--- src/rtl/fpu_pkg.sv ---
// Shared op indices, width defaults and FSM state type for the FP dispatch controller.
package fpu_pkg;
  localparam int FPU_NUM_UNITS = 9;
  localparam int FPU_DATA_W    = 32;
  localparam int FPU_CMP_W     = 6;
  localparam int FPU_TIMEOUT   = 255;

  localparam int FPU_ADD  = 0;
  localparam int FPU_SUB  = 1;
  localparam int FPU_MUL  = 2;
  localparam int FPU_DIV  = 3;
  localparam int FPU_SQRT = 4;
  localparam int FPU_ABS  = 5;
  localparam int FPU_CMP  = 6;
  localparam int FPU_FTOI = 7;
  localparam int FPU_ITOF = 8;

  typedef enum logic [1:0] {
    IDLE  = 2'd0,
    ISSUE = 2'd1,
    WAIT  = 2'd2,
    HOLD  = 2'd3
  } fpu_state_e;
endpackage

--- src/rtl/fpu_watchdog.sv ---
// Cycle watchdog plus per-unit drain flags that swallow one late result after a timeout.
module fpu_watchdog
  import fpu_pkg::*;
#(
  parameter int NUM_UNITS = FPU_NUM_UNITS,
  parameter int TIMEOUT   = FPU_TIMEOUT
) (
  input  logic                 clk,
  input  logic                 rstn,
  input  logic                 start,
  input  logic                 active,
  input  logic                 fire,
  input  logic [NUM_UNITS-1:0] fire_onehot,
  input  logic [NUM_UNITS-1:0] unit_res_valid,
  output logic                 expired,
  output logic [NUM_UNITS-1:0] drain
);
  localparam int CNT_W = $clog2(TIMEOUT + 1);

  logic [CNT_W-1:0]     cnt_q, cnt_d;
  logic [NUM_UNITS-1:0] drain_q, drain_d;

  // Expiry is flagged one count early so the timeout edge lands TIMEOUT cycles after issue.
  assign expired = (cnt_q == CNT_W'(TIMEOUT - 1));
  assign drain   = drain_q;

  always_comb begin
    cnt_d = cnt_q;
    if (start) begin
      cnt_d = '0;
    end else if (active && !expired) begin
      cnt_d = cnt_q + CNT_W'(1);
    end
    drain_d = drain_q & ~unit_res_valid;
    if (fire) begin
      drain_d = drain_d | fire_onehot;
    end
  end

  always_ff @(posedge clk or negedge rstn) begin
    if (!rstn) begin
      cnt_q   <= '0;
      drain_q <= '0;
    end else begin
      cnt_q   <= cnt_d;
      drain_q <= drain_d;
    end
  end
endmodule

--- src/rtl/fpu_dispatch.sv ---
// Single-outstanding issue/return controller between the FP execute stage and NUM_UNITS FP units.
// Define FPU_TIMEOUT_EN to add the watchdog and drain logic (fpu_watchdog).
module fpu_dispatch
  import fpu_pkg::*;
#(
  parameter int NUM_UNITS = FPU_NUM_UNITS,
  parameter int DATA_W    = FPU_DATA_W,
  parameter int OP_W      = $clog2(NUM_UNITS),
  parameter int CMP_W     = FPU_CMP_W,
  parameter int TIMEOUT   = FPU_TIMEOUT
) (
  input  logic                        clk,
  input  logic                        rstn,
  input  logic                        req_valid,
  output logic                        req_ready,
  input  logic [OP_W-1:0]             req_op,
  input  logic [DATA_W-1:0]           req_a,
  input  logic [DATA_W-1:0]           req_b,
  input  logic [CMP_W-1:0]            req_c,
  output logic [DATA_W-1:0]           unit_a,
  output logic [DATA_W-1:0]           unit_b,
  output logic [CMP_W-1:0]            unit_c,
  output logic [NUM_UNITS-1:0]        unit_in_valid,
  input  logic [NUM_UNITS-1:0]        unit_in_ready,
  input  logic [NUM_UNITS*DATA_W-1:0] unit_res_data,
  input  logic [NUM_UNITS-1:0]        unit_res_valid,
  output logic                        res_valid,
  input  logic                        res_ready,
  output logic [DATA_W-1:0]           res_data,
  output logic                        res_err,
  output logic [1:0]                  dbg_state
);
  // All ports use valid/ready: a transfer happens on a rising edge where both are 1;
  // a producer holds valid and payload stable until that edge. unit_res_valid is a bare pulse.
  fpu_state_e           state_q, state_d;
  logic [OP_W-1:0]      op_q, op_d;
  logic [DATA_W-1:0]    a_q, a_d, b_q, b_d, res_data_q, res_data_d;
  logic [CMP_W-1:0]     c_q, c_d;
  logic [NUM_UNITS-1:0] in_valid_q, in_valid_d;
  logic                 res_err_q, res_err_d;
  logic [NUM_UNITS-1:0] req_onehot, op_onehot, drain;
  logic [DATA_W-1:0]    sel_data;
  logic                 sel_ready, sel_res_valid, req_legal;
  logic                 accept, start, fire, expired;

  always_comb begin
    req_onehot    = '0;
    op_onehot     = '0;
    sel_data      = '0;
    sel_ready     = 1'b0;
    sel_res_valid = 1'b0;
    for (int i = 0; i < NUM_UNITS; i++) begin
      if (req_op == OP_W'(i)) req_onehot[i] = 1'b1;
      if (op_q == OP_W'(i)) begin
        op_onehot[i]  = 1'b1;
        sel_ready     = unit_in_ready[i];
        sel_res_valid = unit_res_valid[i];
        sel_data      = unit_res_data[i*DATA_W +: DATA_W];
      end
    end
  end

  assign req_legal = |req_onehot;
  // A legal op aimed at a unit still draining a stale result must wait in IDLE.
  assign req_ready = (state_q == IDLE) && !(|(req_onehot & drain));
  assign accept    = req_valid && req_ready;

  always_comb begin
    state_d    = state_q;
    op_d       = op_q;
    a_d        = a_q;
    b_d        = b_q;
    c_d        = c_q;
    in_valid_d = in_valid_q;
    res_data_d = res_data_q;
    res_err_d  = res_err_q;
    start      = 1'b0;
    fire       = 1'b0;
    case (state_q)
      IDLE: begin
        if (accept) begin
          start = 1'b1;
          if (req_legal) begin
            op_d       = req_op;
            a_d        = req_a;
            b_d        = req_b;
            c_d        = req_c;
            in_valid_d = req_onehot;
            state_d    = ISSUE;
          end else begin
            res_err_d  = 1'b1;
            res_data_d = '0;
            state_d    = HOLD;
          end
        end
      end
      ISSUE: begin
        if (sel_ready) begin
          in_valid_d = '0;
          if (sel_res_valid) begin
            res_data_d = sel_data;
            res_err_d  = 1'b0;
            state_d    = HOLD;
          end else begin
            state_d = WAIT;
          end
        end else if (expired) begin
          fire       = 1'b1;
          in_valid_d = '0;
          res_err_d  = 1'b1;
          res_data_d = '0;
          state_d    = HOLD;
        end
      end
      WAIT: begin
        if (sel_res_valid) begin
          res_data_d = sel_data;
          res_err_d  = 1'b0;
          state_d    = HOLD;
        end else if (expired) begin
          fire       = 1'b1;
          res_err_d  = 1'b1;
          res_data_d = '0;
          state_d    = HOLD;
        end
      end
      HOLD: begin
        if (res_ready) begin
          res_err_d = 1'b0;
          state_d   = IDLE;
        end
      end
      default: state_d = IDLE;
    endcase
  end

  always_ff @(posedge clk or negedge rstn) begin
    if (!rstn) begin
      state_q    <= IDLE;
      op_q       <= '0;
      a_q        <= '0;
      b_q        <= '0;
      c_q        <= '0;
      in_valid_q <= '0;
      res_data_q <= '0;
      res_err_q  <= 1'b0;
    end else begin
      state_q    <= state_d;
      op_q       <= op_d;
      a_q        <= a_d;
      b_q        <= b_d;
      c_q        <= c_d;
      in_valid_q <= in_valid_d;
      res_data_q <= res_data_d;
      res_err_q  <= res_err_d;
    end
  end

`ifdef FPU_TIMEOUT_EN
  logic wd_active;
  assign wd_active = (state_q == ISSUE) || (state_q == WAIT);

  fpu_watchdog #(
    .NUM_UNITS(NUM_UNITS),
    .TIMEOUT  (TIMEOUT)
  ) u_watchdog (
    .clk           (clk),
    .rstn          (rstn),
    .start         (start),
    .active        (wd_active),
    .fire          (fire),
    .fire_onehot   (op_onehot),
    .unit_res_valid(unit_res_valid),
    .expired       (expired),
    .drain         (drain)
  );
`else
  logic unused_wd;
  assign expired   = 1'b0;
  assign drain     = '0;
  assign unused_wd = ^{fire, start, op_onehot, TIMEOUT};
`endif

  assign unit_a        = a_q;
  assign unit_b        = b_q;
  assign unit_c        = c_q;
  assign unit_in_valid = in_valid_q;
  assign res_valid     = (state_q == HOLD);
  assign res_data      = res_data_q;
  assign res_err       = res_err_q;
  assign dbg_state     = state_q;
endmodule

--- config.mk ---
export PLATFORM = sky130hd
export DESIGN_NAME = fpu_dispatch
export DESIGN_NICKNAME = d
export VERILOG_FILES = /design/src/rtl/fpu_pkg.sv /design/src/rtl/fpu_watchdog.sv /design/src/rtl/fpu_dispatch.sv
export SDC_FILE = /design/constraint.sdc
export NUM_CORES = 1
export LEC_CHECK = 0
export CAP_MARGIN = 20
export CORE_AREA = 2 2 196 198
export DETAILED_ROUTE_END_ITERATION = 10
export DIE_AREA = 0 0 198 200
export DONT_BUFFER_PORTS = 1
export PLACE_DENSITY = 0.31
export SYNTH_ARGS = -nofsm -noshare
export SYNTH_HDL_FRONTEND = slang
export SYNTH_SLANG_ARGS = --single-unit
--- constraint.sdc ---
create_clock -name clk -period 2.1 [get_ports clk]
set_input_delay 0.63 -clock clk [delete_from_list [all_inputs] [get_ports clk]]
set_output_delay 0.63 -clock clk [all_outputs]
set_load 0.05 [all_outputs]
==> results_dict.tcl, run 1 <==
set metrics [dict create \
    grt_pass1_vias 6790 \
    synth_ff_type "dfrtp_1" \
    cp-start-kind "register" \
    async_flop_share_pct 100 \
    worstPathArrival_ps 2520 \
    ctsHtreeMaxLevel 4 \
    worstSkewPairLatency_ps 410 \
    start_util_pct 19.8 \
    syn_avg_cell_area_sq_um 9.60 \
    gr-total-overflow 0 \
    drc 0 \
    p_clk_share_pct 13.6 \
    sw_frac_of_total_pct 52.2 \
    dpl.cell_count 1298 \
    crit_required_ps 2390 \
    slew_headroom_pct 54.4 \
    post-route-period-util_pct 106 \
    fillCellCount 4018 \
    finalHoldViolCount 118 \
    p_seq_share_pct 34.6 \
    clock_sinks 118 \
    synth_edf_count 0 \
    fin_nets 1219 \
    placement.io_buffers 0 \
    slew_viol_final 0 \
    grt_pass1_wl_um 45100 \
    final_cell_mix "dfrtp_1 (112), mux2_2 (82), buf_4 (71), a21oi_1 (67), nand2_1 (61)" \
    yosysWarningCount 0 \
    cts-root-buf "clkbuf_16" \
    via_per_inst 4.77 \
    drt_iter0_drc 207 \
    path_max_fanout 5 \
    r2r_slack_ps -130 \
    min_path_type "input port to asynchronous set/reset pin" \
    place_hpwl_um 25800 \
    critPathCaptureType "register" \
    die_width_um 198 \
    wl_um 33200 \
    stdcell_count 1358 \
    clk_path_buf_depth 2 \
    areaGrowthSynthToFinish_pct 31.1 \
    comb_power_share_pct 51.9 \
    cts_buffers 17 \
    grt_max_degree 119 \
    ys_ff_latch 118 \
    fmax_mhz 449 \
    synthCells 772 \
    tightest_slew_ps 685 \
    clkTransAtPathRegs_ps 60 \
    power.static_leakage_nw 3.83 \
    power_density_mw_per_mm2 2190 \
    drive_gt1_share_pct 38.5 \
    irDropWorstVdd_uv 766 \
    ant_nets 0 \
    die_y_um 200 \
    intPower_mw 10.2 \
    yosysSeqAreaShare_pct 39.8 \
    ys_types 54 \
    violations "hold timing, setup timing" \
    first_pass_iters 4 \
    status "finished with violations" \
    post_drt_wl_per_cell_um 24.4 \
    power.switching_mw 11.1 \
    synth_area_sq_mm 0.00741 \
    setup_violations 41 \
    vias 6479 \
    dieArea_sq_mm 0.0396 \
    clock_skew_ps 8.82 \
    cts_tree "done" \
    critPathKind "register to register" \
    rsz0062_at_grt "true" \
    place_congestion 0.816 \
    whs_ps -78.4 \
    min_period_ps 2230 \
    syn_nets 1160 \
    grt_antenna_before_repair 5 \
    setup_ws_ps -127 \
    cap_viol_max_count 0 \
    grt_usage_pct 15.8 \
    rows 71 \
    core-area_sq_mm 0.0374 \
    utilization_pct 26.0 \
    final_common_cell "dfrtp_1" \
    boundaryPins 500 \
]
[worst paths after layout]
check,startpoint,cells after the start,endpoint
max in group asynchronous,rstn,0,res_data[9]$_DFFE_PN0P_
min in group clk,req_op[3],1,unit_in_valid[2]$_DFFE_PN0P_
worst max register to register,op_q[0]$_DFFE_PN0P_,8,res_err$_DFFE_PN0P_
worst max-delay path,op_q[0]$_DFFE_PN0P_,8,res_err$_DFFE_PN0P_
worst min-delay path,rstn,0,unit_in_valid[6]$_DFFE_PN0P_
worst min register to register,op_q[3]$_DFFE_PN0P_,1,op_q[3]$_DFFE_PN0P_
[cell usage after synthesis, types with 4 or more instances]
library cell	instances	area share [%]
dfrtp_1	118	40
nand2_1	84	4.3
mux2_2	82	12
a21oi_1	68	4.6
nor2_1	61	3.1
o21ai_0	54	3.6
mux2i_1	42	5.7
clkbuf_1	32	1.6
a22oi_1	22	2.2
o221ai_1	22	2.6
o22ai_1	22	1.9
buf_2	20	1.4
o211ai_1	17	1.7
o21ai_2	15	1.8
inv_1	12	0.61
a221oi_1	9	1.1
buf_6	9	1.4
o31ai_1	9	0.91
o41ai_1	9	1.1
nand2b_1	8	0.68
ha_1	4	0.68
[metrics by stage]
stage                     power, mW  cell area (sq um)  TNS (ps)  setup slack [ps]
after global placement         16.7               8510     -7630              -265
after detailed placement       16.6               8510     -9570              -305
after CTS                      20.7               9360     -3050              -110
after global routing           22.7               9720     -6200              -203
final                          21.3               9720     -2480              -127
after floorplan                13.5               7510      -936             -31.7
[cell type report]
type                    count  area [sq um]  share of cell area [%]
multi-input cells         577          4430                    45.5
clock inverters            12           129                    1.33
clock buffers              20           447                    4.59
inverters                  12          45.0                   0.463
diodes                      3          7.51                  0.0772
flip-flops and latches    118          2960                    30.5
repair buffers            105          1070                    11.0
well taps                 511           639                    6.58
[critical path, stage by stage (launching register included)]
cell and delay [ps]:
dfrtp_2 440, or4b_4 600, nor2_4 130, o21ai_2 60
a31o_4 290, buf_12 140, and3_4 150, nor3b_1 130
o32a_1 170
[per-layer routing]
layer  vias to the layer above  wire length (um)  track usage [%]
li1                       2998                 -                -
met2                       302             16800             27.3
met3                        29              2820             5.34
met4                         0               626             5.46
met5                         -                 0                0
met1                      3150             12900             18.1
[power groups by stage]
stage                     logic [mW]  registers [mW]  clock network (mW)
after floorplan                 6.39            7.10                   0
after global placement          9.25            7.46                   0
after detailed placement        9.24            7.40                   0
after CTS                       10.3            7.39                3.02
after global routing            12.0            7.52                3.12
final                           11.0            7.36                2.90
[repair_timing]
item                       in CTS  in global routing
hold endpoints to repair      118                118
setup endpoints to repair      44                 44
cloned                          4                  2
resized for setup              40                 61
buffers inserted                8                 11
pin swaps                       6                  5
[kinds of logic (layout without fill, tap and decap cells)]
kind of cell	count (synthesis)	after routing	synth area share, %
AND/OR/NAND/NOR	179	179	11.1
adder cells (fa/ha/maj)	4	4	0.675
AO/OA/AOI/OAI	264	267	23.8
flip-flops	118	118	39.8
multiplexers	127	127	19.0
buffers and inverters	80	149	5.60
other	0	3	0
[state kept, by name, summed over array words and instances, names as in the netlist]
name	flops
dbg_state	2
unit_c	6
unit_b	32
op_q	4
res_err	1
unit_in_valid	9
res_data	32
unit_a	32
(Power assumes the default switching activity.)
==> run 2: changes to the inputs <==
--- a/config.mk
+++ b/config.mk
@@ -7,6 +7,7 @@
 export LEC_CHECK = 0
 export CAP_MARGIN = 20
 export CORE_AREA = 2 2 196 198
+export CTS_CLUSTER_DIAMETER = 80
 export DETAILED_ROUTE_END_ITERATION = 10
 export DIE_AREA = 0 0 198 200
 export DONT_BUFFER_PORTS = 1
==> results of run 2 <==
No change in the layout: final DEF, timing and power equal those of run 1.
